[config.mk]
export PLATFORM = sky130hd
export DESIGN_NAME = hazard_ctrl
export DESIGN_NICKNAME = d
export VERILOG_FILES = /design/src/rtl/hazard_ctrl.sv
export SDC_FILE = /design/constraint.sdc
export NUM_CORES = 1
export LEC_CHECK = 0
export BUFFER_PORTS_ARGS = -buffer_cell sky130_fd_sc_hd__buf_2
export CORE_ASPECT_RATIO = 1.75
export CORE_MARGIN = 2
export CORE_UTILIZATION = 54
export DETAILED_ROUTE_END_ITERATION = 8
export GPL_ROUTABILITY_DRIVEN = 0
export GPL_TIMING_DRIVEN = 0
export PLACE_DENSITY_LB_ADDON = 0.05
export SLEW_MARGIN = 0
export SYNTH_ARGS = -nofsm -noshare
export SYNTH_HDL_FRONTEND = slang
export SYNTH_SLANG_ARGS = --single-unit
[constraint.sdc]
create_clock -name clk -period 3.22 [get_ports clk]
set_clock_uncertainty 0.2 [all_clocks]
set_input_delay 0.161 -clock clk [delete_from_list [all_inputs] [get_ports clk]]
set_output_delay 0.161 -clock clk [all_outputs]
set_load 0.01 [all_outputs]
[src/rtl/hazard_ctrl.sv]
// hazard_ctrl: hazard and sequencing control for the 5-stage RV32I pipeline.
// Tracks EX/MEM/WB destination registers in a shadow scoreboard, selects
// operand forwarding, raises load-use stalls, kills IF/DEC on taken branches
// and freezes the pipeline while a data-memory access is outstanding.
module hazard_ctrl #(
   parameter int XLEN_CNT = 32
) (
   input  logic                clk,
   input  logic                rst,
   input  logic                dec_valid,
   input  logic [4:0]          dec_rs1,
   input  logic [4:0]          dec_rs2,
   input  logic                dec_use_rs1,
   input  logic                dec_use_rs2,
   input  logic [4:0]          dec_rd,
   input  logic                dec_reg_wen,
   input  logic                dec_is_load,
   input  logic                ex_branch_taken,
   input  logic                mem_req,
   input  logic                mem_ready,
   output logic                pc_stall,
   output logic                ir_stall,
   output logic                ex_stall,
   output logic                ex_bubble,
   output logic                ir_kill,
   output logic                dec_kill,
   output logic [1:0]          fwd_a_sel,
   output logic [1:0]          fwd_b_sel,
   output logic [XLEN_CNT-1:0] stall_cycles
);

   typedef enum logic {RUN = 1'b0, WAIT = 1'b1} state_t;

   // The load flag is only ever consulted for the EX entry (load-use), so it
   // lives beside the EX entry instead of travelling down to MEM/WB.
   typedef struct packed {
      logic       valid;
      logic [4:0] rd;
      logic       wen;
   } shadow_t;

   state_t  state, state_nxt;
   shadow_t sh_ex, sh_mem, sh_wb;
   logic    ex_is_load;
   logic    freeze;
   logic    load_use;

   function automatic logic hit(shadow_t e, logic [4:0] rs);
      return e.valid && e.wen && (e.rd != 5'd0) && (e.rd == rs);
   endfunction

   // Youngest producer wins; x0 and unread sources always come from the regfile.
   function automatic logic [1:0] fwd_sel(logic rd_used, logic [4:0] rs,
                                          shadow_t ex, shadow_t mem, shadow_t wb);
      if (!rd_used || rs == 5'd0) return 2'd0;
      if (hit(ex, rs))  return 2'd1;
      if (hit(mem, rs)) return 2'd2;
      if (hit(wb, rs))  return 2'd3;
      return 2'd0;
   endfunction

   function automatic logic [XLEN_CNT-1:0] sat_inc(logic [XLEN_CNT-1:0] v);
      return (&v) ? v : v + {{(XLEN_CNT-1){1'b0}}, 1'b1};
   endfunction

   assign fwd_a_sel = fwd_sel(dec_use_rs1, dec_rs1, sh_ex, sh_mem, sh_wb);
   assign fwd_b_sel = fwd_sel(dec_use_rs2, dec_rs2, sh_ex, sh_mem, sh_wb);

   assign load_use = dec_valid && ex_is_load &&
                     ((dec_use_rs1 && hit(sh_ex, dec_rs1)) ||
                      (dec_use_rs2 && hit(sh_ex, dec_rs2)));

   // Memory freeze state register.
   always_ff @(posedge clk) begin
      if (rst) state <= RUN;
      else     state <= state_nxt;
   end

   // Memory freeze next-state: enter WAIT on an unanswered request, leave on ready.
   always_comb begin
      state_nxt = state;
      case (state)
         RUN:     if (mem_req && !mem_ready) state_nxt = WAIT;
         WAIT:    if (mem_ready)             state_nxt = RUN;
         default: state_nxt = RUN;
      endcase
   end

   // Stall/kill/bubble outputs: freeze dominates, then branch kill, then load-use.
   always_comb begin
      freeze    = (state == WAIT) || (mem_req && !mem_ready);
      pc_stall  = 1'b0;
      ir_stall  = 1'b0;
      ex_stall  = 1'b0;
      ex_bubble = 1'b0;
      ir_kill   = 1'b0;
      dec_kill  = 1'b0;
      if (freeze) begin
         pc_stall = 1'b1;
         ir_stall = 1'b1;
         ex_stall = 1'b1;
      end else if (ex_branch_taken) begin
         ir_kill  = 1'b1;
         dec_kill = 1'b1;
      end else if (load_use) begin
         pc_stall  = 1'b1;
         ir_stall  = 1'b1;
         ex_bubble = 1'b1;
      end
   end

   // Shadow scoreboard shifts with the pipeline; bubbles and kills enter EX invalid.
   always_ff @(posedge clk) begin
      if (rst) begin
         sh_ex.valid  <= 1'b0;
         sh_mem.valid <= 1'b0;
         sh_wb.valid  <= 1'b0;
      end else if (!ex_stall) begin
         sh_wb        <= sh_mem;
         sh_mem       <= sh_ex;
         sh_ex.valid  <= dec_valid && !ex_bubble && !dec_kill;
         sh_ex.rd     <= dec_rd;
         sh_ex.wen    <= dec_reg_wen;
         ex_is_load   <= dec_is_load;
      end
   end

   // Saturating count of cycles in which the PC is held.
   always_ff @(posedge clk) begin
      if (rst)           stall_cycles <= '0;
      else if (pc_stall) stall_cycles <= sat_inc(stall_cycles);
   end

endmodule

Word level (Yosys, flattened, before mapping)
Cells that the tools add are included.
{ "word_totals": {"out_inout_bits": 42, "in_bits": 25, "regBits": 55} }
{ "classes": {"mux": 46, "addsub": 1, "bitwise_logic": 4, "n_eq_ne": 6, "n_reduce_logical": 36} }
{ "op_table": {"columns": ["cell", "count"], "rows": [
  ["32-bit by 1-bit adder with 32-bit output (second input constant)", 1],
  ["2-bit two-way mux", 16],
  ["32-bit AND reduction", 1],
  ["5-bit equality test", 6],
  ["1-bit two-way mux", 29],
  ["1-bit logical AND", 19],
  ["5-bit nonzero test", 3],
  ["5-bit zero test", 2],
  ["1-bit zero test", 5],
  ["1-bit logical OR", 4],
  ["1-bit NOT", 4],
  ["2-bit AND reduction", 2],
  ["1-bit one-hot mux with 2 select lines", 1]
]} }

Depth between registers and ports, before layout
Gate-level depths: netlist (run 1).
{ "logic_depth": {"depth_word": 14, "mapped_depth": 8, "depth_no_buf": 8} }

Worst setup path after synthesis (run 1)
No wires, ideal clock.
{ "synth_timing": {"path_type": "reg-to-reg", "from": "register sh_ex[2] in the netlist's numbering", "to": "register stall_cycles[6]", "period_less_slack_ps": 2497, "stages_incl_launch_ff": 9, "arrival_ps": 2176, "slack_ps": 723, "required_ps": 2899, "setup_time_ps": 121, "cell_sequence": "edfxtp_1 or4_1 o211ai_2 nor4_1 o211a_4 o21ai_4 buf_6 nor3_2 mux2_4"} }
{ "synth_via": {"elab_chain_len": 10, "word_cells_on_any_way": 14, "classes_between": "eq/ne: 2; mux: 3; reduce/logical: 9"} }
{ "synth_rtl": {"columns": ["element", "line_no", "source"], "rows": [
  ["start: declaration", "43", "shadow_t sh_ex, sh_mem, sh_wb;"],
  ["5-bit nonzero test", "49", "return e.valid && e.wen && (e.rd != 5'd0) && (e.rd == rs);"],
  ["1-bit logical AND (2 in series)", "49", null],
  ["1-bit logical AND (on tied branches)", "70, 71", null],
  ["1-bit logical OR *", "70", "((dec_use_rs1 && hit(sh_ex, dec_rs1)) ||"],
  ["1-bit logical AND *", "69", "assign load_use = dec_valid && ex_is_load &&"],
  ["1-bit two-way mux *", "105", "end else if (load_use) begin"],
  ["1-bit two-way mux *", "102", "end else if (ex_branch_taken) begin"],
  ["1-bit two-way mux *", "98", "if (freeze) begin"],
  ["2-bit AND reduction (no source line) *", null, null],
  ["end signal: assignment", "131", "else if (pc_stall) stall_cycles <= sat_inc(stall_cycles);"],
  ["end: declaration", "29", "output logic [XLEN_CNT-1:0] stall_cycles"]
]} }
Mark *: on every way between the ends. The rest lies on a longest branch, timed or not.
A chain may end at the register's enable or synchronous reset.

Final worst setup path (run 1)
{ "layout_timing": {"from": "register sh_ex[2] in the netlist's numbering", "to": "output port pc_stall"} }
{ "layout_via": {"elab_chain_len": 9, "word_cells_on_any_way": 13, "classes_between": "eq/ne: 2; mux: 3; reduce/logical: 8"} }
{ "layout_rtl": {"columns": ["element", "line_no", "source"], "rows": [
  ["5-bit nonzero test", "49", null],
  ["1-bit logical AND (2 in series)", "49", null],
  ["1-bit logical AND (on tied branches)", "70, 71", null],
  ["1-bit logical OR *", "70", null],
  ["1-bit logical AND *", "69", null],
  ["1-bit two-way mux *", "105", null],
  ["1-bit two-way mux *", "102", null],
  ["1-bit two-way mux *", "98", null],
  ["end: declaration", "21", "output logic pc_stall,"]
]} }
Marked as above.

==> results of run 1 <==
## layout by cell type (no fill, tap or decap), types with 3 or more instances in the layout
master / n
clkbuf_8: 5
dfxtp_1: 36
nand3_1: 16
edfxtp_1: 19
nand4_1: 12
o31ai_1: 6
nand2_1: 21
or3_1: 17
dlygate4sd3_1: 9
or4_1: 12
and3_1: 3
xnor2_1: 19
clkinv_2: 3
xor2_1: 15
inv_1: 10
nor4_1: 9
buf_2: 68
nor2b_1: 8
o21ai_0: 18
clkbuf_1: 4
a21oi_1: 26
nor3_1: 6
nor2_1: 18
## registers in the layout (all words and copies together) (netlist names)
signal,flops
ex_is_load,1
sh_ex,7
sh_mem,7
sh_wb,7
stall_cycles,32
state,1
## power breakdown
part           internal, uW  switching [uW]  total, uW
logic                  61.3            75.2        137
registers               740            21.9        761
clock network           149             215        365
## routing by layer
metal,up-vias,global-route usage
met4,0,0.1224
met3,19,0.03081
met1,1265,0.2720
li1,1308,-
met2,82,0.5165
met5,-,0
## repair_timing
action / 4_1_cts / 5_1_grt
setup endpoints to repair: 0 / 0
hold buffers: 9 / 0
endpoints found under the hold margin: 8 / 0
setup buffers: 0 / 0
## worst max-delay path: cells and delay by family, from the launching register on
family,cells,cell delay (ps)
compound gates,2,600
buf+inv,3,370
flops,1,510
simple gates,3,880
## layout make-up
| type | instances | area, sq um | share of cell area |
|---|---|---|---|
| buffer | 11 | 66.31 | 0.01917 |
| timing repair buffer | 75 | 420.4 | 0.1215 |
| multi-input combinational | 232 | 1491 | 0.4311 |
| tap | 55 | 68.82 | 0.01989 |
| clock inverter | 3 | 15.01 | 0.004340 |
| clock buffer | 5 | 68.82 | 0.01989 |
| inverter | 10 | 37.54 | 0.01085 |
| sequential | 55 | 1291 | 0.3732 |
## cell families (layout without fill, tap and decap cells)
group | count (synthesis) | in the layout | share of synthesized area
flip-flops | 55 | 55 | 0.4477
XOR/XNOR | 34 | 34 | 0.1033
AO/OA/AOI/OAI | 64 | 64 | 0.1462
multiplexers | 5 | 5 | 0.02039
AND/OR/NAND/NOR | 128 | 128 | 0.2421
buffers and inverters | 21 | 104 | 0.03601
adder cells (fa/ha/maj) | 1 | 1 | 0.004338
## per-stage QoR
| step | total power [uW] | area [sq um] | utilization |
|---|---|---|---|
| floorplan | 848.4 | 2884 | - |
| global placement | 900.5 | 3283 | 0.6300 |
| global route | 1310 | 3460 | 0.6639 |
| CTS | 1269 | 3460 | 0.6639 |
| detailed placement | 905.5 | 3286 | 0.6305 |
| finish | 1263 | 3460 | 0.6639 |
## worst min path at each step
| stage | to | slack [ps] | from |
|---|---|---|---|
| finish | sh_ex[6]$_SDFFE_PP0N_ | 40 | ex_branch_taken |
| global route | stall_cycles[6]$_SDFFE_PP0P_ | 60 | rst |
| CTS | sh_ex[6]$_SDFFE_PP0N_ | 30 | ex_branch_taken |
| detailed placement | sh_ex[1]$_DFFE_PP_ | 140 | dec_rd[0] |
| global placement | sh_ex[1]$_DFFE_PP_ | 140 | dec_rd[0] |
| floorplan | state$_SDFF_PP0_ | 40 | mem_ready |
==> reports/metrics.yaml, run 1 <==
clocking:
  clkSinkCount: 55
  ctsResizeCount: 0
  clk_latency_ps: 300
  cts_buffers: 5
  cts_max_path_buffers: 2
  cts_tree: "built"
  htreeDepth: 2
  clkSlewWorstSetupHoldPaths_ps: 90
  cts-root-buf: "clkbuf_8"
detailed_routing:
  wl_met2_mm: 4.331
  postRouteAntennaNets: 0
  route.met3.wl_um: 310
  post_drt_wl_per_cell_um: 16.91
  vias_per_cell: 5.996
  top_layer_used: "met4"
  firstDrtPassIters: 4
  drt-initial-drc-count: 116
  drc: 0
  drt_wl_total_mm: 7.544
  wl_met1_mm: 2.638
  via_count: 2674
critical_path:
  max_stage_delay_ps: 580
  cp_slowest_cell: "or4_1"
  worstSetupStartpointType: "register"
  reg2reg_setup_slack_ps: 290
  critPathMaxFanout: 7
  worst_setup_path_end_kind: "output port"
  crit_start: "sh_ex[2]$_DFFE_PP_"
  rr_endpoint: "stall_cycles[6]$_SDFFE_PP0P_"
  cp.arrival_ps: 2660
  reg2reg_from: "sh_ex[2]$_DFFE_PP_"
  cp-endpoint: "pc_stall"
  cp.required_ps: 2860
  crit_type: "register to output port"
  r2r_cells: 8
  path_cells: "or4_1 > o211ai_2 > nor4_1 > o211a_4 > nor2_1 > inv_1 > buf_4 > buf_2"
yosys:
  synth_top_area_frac: 0.2499
  ys_types: 43
  ys.warnings.count: 0
  synth_cells: 308
  yosysTopAreaCell: "dfxtp_1"
  async_reset_ff_frac: 0
  syn_nets: 334
  synthTopCellsByArea: "dfxtp_1 25%, edfxtp_1 20%, xnor2_1 5.8%, xor2_1 4.6%, a21oi_1 4.5%"
  synth_edf_count: 19
  ys.flop_type: "dfxtp_1"
  ys_ff_latch: 55
  synth.most_common_cell: "dfxtp_1"
  netlist_top_cells_count: "36 x dfxtp_1, 26 x a21oi_1, 21 x nand2_1"
  netlist_area_sq_mm: 0.002884
  yosysSeqAreaShare: 0.4477
  synth.avg_cell_area_sq_um: 9.364
cells_and_area:
  diodes: 0
  area_growth_syn_to_layout_pct: 19.96
  drive_gt1_frac: 0.2379
  n_fill_cell: 466
  finalNetCount: 416
  final_cells: 446
timing:
  period_share: 0.9394
  drv_slew: 0
  whs_ps: 36.15
  grt_setup_unrepaired: "false"
  hold_viol_final: 0
  fin_ws_ps: 195.2
  setup_viol: 0
  max_freq_ghz: 0.3306
  worst_pin_slew_ps: 938.3
  relSlewSlack: 0.3738
  fin_setup_tns_ps: 0
  period_needed_ps: 3025
floorplanning:
  die_width_um: 59.25
  core_sq_mm: 0.005211
  die_area_sq_mm: 0.005964
  io_pins: 67
  rows: 35
  initial_core_util: 0.5534
  die_h_um: 100.7
power_and_ir_drop:
  p_per_area_mw_per_mm2: 365.0
  p_leak_uw: 0.001270
  peakVddDrop_uv: 276.4
hold_path:
  min_path_type: "primary input to register"
  hold-path-cell-count: 4
placement:
  io_buffers: 66
  dp_cells: 429
  place_hpwl_mm: 5.774
  place_ws_ps: 340.5
global_route:
  antenna_found_initial: 0
  track_usage: 0.2687
  grt_pass1_wl_mm: 12.03
  grt_max_degree: 20
  grt_overflow: 0
  grt_pass1_vias: 2543
outcome:
  status: "completed"
flow_run:
  max_cap_violations: 0
Power figures use the tool's default switching activity.
==> run 2, diff against run 1 <==
--- a/config.mk
+++ b/config.mk
@@ -12,6 +12,7 @@
 export DETAILED_ROUTE_END_ITERATION = 8
 export GPL_ROUTABILITY_DRIVEN = 0
 export GPL_TIMING_DRIVEN = 0
+export MAX_ROUTING_LAYER = met4
 export PLACE_DENSITY_LB_ADDON = 0.05
 export SLEW_MARGIN = 0
 export SYNTH_ARGS = -nofsm -noshare
==> reports/metrics.yaml, run 2 (synthesis gave the netlist of run 1 again) <==
outcome:
  status: "completed"
cells_and_area:
  n_fill_cell: 466
  final_common_cell: "buf_2"
  regMostFlops: "stall_cycles"
  drive_gt1_frac: 0.2379
  area_growth_syn_to_layout_pct: 19.96
  final_cell_mix: "68 x buf_2, 36 x dfxtp_1, 26 x a21oi_1"
  multi_input_area_sq_mm: 0.001491
  final-seq-area_sq_mm: 0.001291
  diodes: 0
  finalNetCount: 416
  largest_reg_flops: 32
placement:
  io_buffers: 66
  place_hpwl_mm: 5.774
detailed_routing:
  post_drt_wl_per_cell_um: 16.91
  drt-initial-drc-count: 117
  drc: 0
  vias_per_cell: 5.996
  firstDrtPassIters: 4
  postRouteAntennaNets: 0
  via_count: 2674
  drt_wl_total_mm: 7.541
critical_path:
  worstSetupStartpointType: "register"
  cp.arrival_ps: 2640
  critPathMaxFanout: 7
  crit_type: "register to output port"
  cp.required_ps: 2860
  worst_setup_path_end_kind: "output port"
power_and_ir_drop:
  p_switching_uw: 311.1
  p_leak_uw: 0.001270
  comb_power_share: 0.108
  seqPwrFrac: 0.604
  p_per_area_mw_per_mm2: 364.6
  p_sw_frac: 0.2467
  clkPwrFrac: 0.288
  p_int_uw: 950.2
  peakVddDrop_uv: 276.1
global_route:
  grt_pass1_vias: 2548
  antenna_found_initial: 0
  grt_pass1_wl_mm: 12.01
  track_usage: 0.2754
  grt_max_degree: 20
  grt_overflow: 0
timing:
  drv_slew: 0
  period_needed_ps: 3006
  max_freq_ghz: 0.3327
  setup_viol: 0
  worst_pin_slew_ps: 930.3
  whs_ps: 37.26
  hold_viol_final: 0
  fin_setup_tns_ps: 0
  relSlewSlack: 0.3791
  period_share: 0.9335
  grt_setup_unrepaired: "false"
floorplanning:
  initial_core_util: 0.5534
  die_width_um: 59.25
  rows: 35
  core_sq_mm: 0.005211
  die_h_um: 100.7
  io_pins: 67
  die_area_sq_mm: 0.005964
clocking:
  cts_buffers: 5
  cts_max_path_buffers: 2
  clk_latency_ps: 300
  clkSinkCount: 55
  clkSlewWorstSetupHoldPaths_ps: 90
  cts-root-buf: "clkbuf_8"
  htreeDepth: 2
  postCtsSetupRepairBufs: 0
  cts_tree: "built"
flow_run:
  max_cap_violations: 0
hold_path:
  min_path_type: "primary input to register"
[run 2: cell counts in the layout (fill, tap and decap cells not counted)]
No cell type changed its count.
[run 2: final timing paths]
| kind | from | cells after the start | slack, ps | end |
|---|---|---|---|---|
| worst min register to register | sh_mem[6]$_SDFFE_PP0N_ | 2 | 280 | sh_wb[6]$_SDFFE_PP0N_ |
| worst max-delay path | sh_ex[2]$_DFFE_PP_ | 8 | 210 | pc_stall |
| worst max register to register | sh_ex[2]$_DFFE_PP_ | 8 | 300 | stall_cycles[6]$_SDFFE_PP0P_ |
| worst min-delay path | ex_branch_taken | 4 | 40 | sh_ex[6]$_SDFFE_PP0N_ |
[run 2: layout make-up]
type	count	share of cell area
clock buffers	5	0.01989
repair buffers	75	0.1215
plain buffers	11	0.01917
multi-input cells	232	0.4311
clock inverters	3	0.004340
inverters	10	0.01085
well taps	55	0.01989
flip-flops and latches	55	0.3732
[run 2: through the flow]
step	instance area (sq um)	util	power, uW	worst slack [ps]	cells
floorplan	2884	-	848.4	723.1	308
global placement	3283	0.6300	900.5	308.9	429
detailed placement	3286	0.6305	905.5	340.5	429
CTS	3460	0.6639	1269	232.9	446
global route	3460	0.6639	1310	139.2	446
finish	3460	0.6639	1261	214.1	446
[run 2: worst max-delay path, stage by stage, from the launching register on]
cell      delay, ps
edfxtp_1        510
or4_1           580
o211ai_2        260
nor4_1          160
o211a_4         330
nor2_1          130
inv_1            90
buf_4           140
buf_2           130
[run 2: metal layers]
| metal | global-route usage | part of all wire | routed length, um | vias to the layer above |
|---|---|---|---|---|
| li1 | - | - | - | 1305 |
| met1 | 0.2703 | 0.35 | 2652 | 1269 |
| met2 | 0.5173 | 0.58 | 4350 | 81 |
| met3 | 0.02824 | 0.036 | 271 | 19 |
| met4 | 0.1224 | 0.035 | 267 | 0 |
| met5 | - | 0 | 0 | - |
[run 2: timing repair]
item,4_1_cts,5_1_grt
endpoints found under the hold margin,8,0
hold buffers,9,0
setup endpoints to repair,0,0
gates resized for setup,0,0
[run 2: power groups by stage]
stage | Combinational, uW | Clock [uW] | Sequential, uW
floorplan | 77.8 | 0 | 771
global placement | 123 | 0 | 777
detailed placement | 128 | 0 | 778
CTS | 137 | 371 | 761
global route | 151 | 395 | 763
finish | 137 | 363 | 762
==> run 3, diff against run 2 <==
--- a/config.mk
+++ b/config.mk
@@ -5,10 +5,11 @@
 export SDC_FILE = /design/constraint.sdc
 export NUM_CORES = 1
 export LEC_CHECK = 0
-export BUFFER_PORTS_ARGS = -buffer_cell sky130_fd_sc_hd__buf_2
+export ABC_AREA = 1
+export BUFFER_PORTS_ARGS = -buffer_cell sky130_fd_sc_hd__clkbuf_2
 export CORE_ASPECT_RATIO = 1.75
-export CORE_MARGIN = 2
-export CORE_UTILIZATION = 54
+export CORE_MARGIN = 4
+export CORE_UTILIZATION = 55
 export DETAILED_ROUTE_END_ITERATION = 8
 export GPL_ROUTABILITY_DRIVEN = 0
 export GPL_TIMING_DRIVEN = 0
==> reports/metrics.yaml, run 3 <==
timing:
  period_needed_ps: 2552
  grt_setup_unrepaired: "false"
  relSlewSlack: 0.3954
  fin_setup_tns_ps: 0
  period_share: 0.7925
  drv_slew: 0
  fin_ws_ps: 668.1
  setup_viol: 0
  hold_viol_final: 0
  max_freq_ghz: 0.3919
  worst_pin_slew_ps: 905.9
yosys:
  ys.flop_type: "dfxtp_1"
  synth_top_area_frac: 0.2148
  synth_cells: 450
  synth.most_common_cell: "nand2_1"
  netlist_top_cells_count: "106 x nand2_1, 52 x nand3_1, 41 x nor2_1, 37 x a21oi_1, 36 x dfxtp_1"
  synth.avg_cell_area_sq_um: 7.457
  ys_types: 28
  async_reset_ff_frac: 0
  yosysSeqAreaShare: 0.3848
  synthTopCellsByArea: "dfxtp_1 21%, edfxtp_1 17%, nand2_1 12%, xor2_1 8.9%, nand3_1 7.8%"
  netlist_area_sq_mm: 0.003356
  ys_ff_latch: 55
  yosysTopAreaCell: "dfxtp_1"
  syn_nets: 476
  synth_edf_count: 19
  ys.warnings.count: 0
cells_and_area:
  diodes: 0
  finalNetCount: 560
  n_fill_cell: 566
  area_growth_syn_to_layout_pct: 19.61
  drive_gt1_frac: 0.1776
  final_common_cell: "nand2_1"
  regMostFlops: "stall_cycles"
  largest_reg_flops: 32
  final_cell_mix: "106 x nand2_1, 65 x clkbuf_2, 52 x nand3_1"
  final_core_util: 0.6774
detailed_routing:
  drc: 0
  drt-initial-drc-count: 119
  post_drt_wl_per_cell_um: 14.83
  vias_per_cell: 5.411
  via_count: 3317
  postRouteAntennaNets: 0
  drt_wl_total_mm: 9.092
  firstDrtPassIters: 5
power_and_ir_drop:
  p_per_area_mw_per_mm2: 342.9
  peakVddDrop_uv: 302.1
  p_total_uw: 1376
  p_leak_uw: 0.001658
floorplanning:
  die_h_um: 111.3
  rows: 37
  die_width_um: 67.05
  core_sq_mm: 0.005926
  die_area_sq_mm: 0.007464
  initial_core_util: 0.5663
  io_pins: 67
clocking:
  clkSlewWorstSetupHoldPaths_ps: 90
  clk_latency_ps: 320
  ctsResizeCount: 0
  clkSinkCount: 55
  cts_buffers: 5
  htreeDepth: 2
  cts-root-buf: "clkbuf_8"
  cts_tree: "built"
  cts_max_path_buffers: 2
global_route:
  busiest_layer: "met2"
  antenna_found_initial: 0
  grt_overflow: 0
  use_met3: 0.04339
  grt_pass1_vias: 3232
  grt_max_degree: 20
  use_met1: 0.2510
  grt_pass1_wl_mm: 15.04
  met2_usage: 0.4829
  track_usage: 0.2720
placement:
  io_buffers: 65
  place_ws_ps: 971.1
  place_hpwl_mm: 7.333
hold_path:
  min_path_type: "primary input to register"
  hold-path-cell-count: 6
critical_path:
  cp_num_cells: 10
  r2r_cells: 11
  crit_buf_inv: 3
  cp_top_family: "simple AND/OR/NAND/NOR gates"
  crit_type: "register to output port"
  max_stage_delay_ps: 480
  cp_slowest_cell: "edfxtp_1"
  reg2reg_setup_slack_ps: 940
  worstSetupStartpointType: "register"
  critPathMaxFanout: 11
  path_cells: "xnor2_1 > nand3_1 > nor2_1 > nand3_1 > nand2_1 > nand2_1 > nand2_2 > buf_2 > buf_4 > clkbuf_2"
  worst_setup_path_end_kind: "output port"
  cp.required_ps: 2860
  cp.arrival_ps: 2190
flow_run:
  max_cap_violations: 0
outcome:
  status: "completed"
-- run 3: cell count changes after synthesis, moves of 6 or more --
| cell | delta |
|---|---|
| nor4_1 | -6 |
| a21oi_1 | +11 |
| xor2_1 | +19 |
| o21ai_0 | -16 |
| nand3_1 | +36 |
| o31ai_1 | -6 |
| or4_1 | -12 |
| or3_1 | -17 |
| nor2_1 | +22 |
| nor2b_1 | -8 |
| nor3_1 | +19 |
| inv_1 | +21 |
| nand2_1 | +85 |
-- run 3: cell type report --
type | instances | area (sq um) | share of cell area
Inverter | 34 | 127.6 | 0.03180
Clock inverter | 3 | 43.79 | 0.01091
Timing Repair Buffer | 77 | 445.4 | 0.1110
Multi-Input combinational cell | 344 | 1841 | 0.4585
Buffer | 17 | 98.84 | 0.02463
Sequential cell | 55 | 1291 | 0.3217
Tap cell | 78 | 97.59 | 0.02431
Clock buffer | 5 | 68.82 | 0.01714
-- run 3: per-stage QoR --
step | hold slack [ps] | instances | cell area (sq um)
2_1_floorplan | 40.31 | 450 | 3356
3_3_place_gp | 138.9 | 593 | 3779
3_5_place_dp | 139.6 | 593 | 3781
4_1_cts | 185.7 | 613 | 4014
5_1_grt | 261.2 | 613 | 4014
6_report | 192.9 | 613 | 4014
-- run 3: worst min-delay path, cell delays in order --
cell and delay [ps]:
clkbuf_2 90, inv_1 30, nor2_1 80, nor2_1 100, o21ai_0 170, nor2_1 40
-- run 3: final timing paths --
| check | endpoint | start |
|---|---|---|
| max | pc_stall | sh_ex[1]$_DFFE_PP_ |
| min | sh_mem[6]$_SDFFE_PP0N_ | mem_req |
| max reg2reg | stall_cycles[18]$_SDFFE_PP0P_ | stall_cycles[1]$_SDFFE_PP0P_ |
| min reg2reg | sh_wb[0]$_DFFE_PP_ | sh_mem[0]$_DFFE_PP_ |
-- run 3: report_power, final --
part / internal [uW] / switching (uW) / leakage [uW]
sequential: 740 / 20.4 / 0.000471
combinational: 66.9 / 93.2 / 0.00113
clock: 232 / 224 / 0.0000581
-- run 3: kinds of logic (layout without fill, tap and decap cells) --
family | after synthesis | in the layout | synth area share
flip-flops | 55 | 55 | 0.3848
buffers and inverters | 51 | 136 | 0.06748
AND/OR/NAND/NOR | 251 | 251 | 0.3475
adder cells (fa/ha/maj) | 1 | 1 | 0.003728
AO/OA/AOI/OAI | 39 | 39 | 0.05817
XOR/XNOR | 53 | 53 | 0.1383
-- run 3: routing by layer --
layer	vias up	share of wire
met1	1521	0.34
met5	-	0
li1	1654	-
met4	0	0.075
met2	100	0.54
met3	42	0.042
-- run 3: timing repair --
| action | 4_1_cts | 5_1_grt |
|---|---|---|
| hold endpoints to repair | 11 | 0 |
| hold buffers | 12 | 0 |
| buffers inserted | 0 | 0 |
| setup endpoints to repair | 0 | 0 |
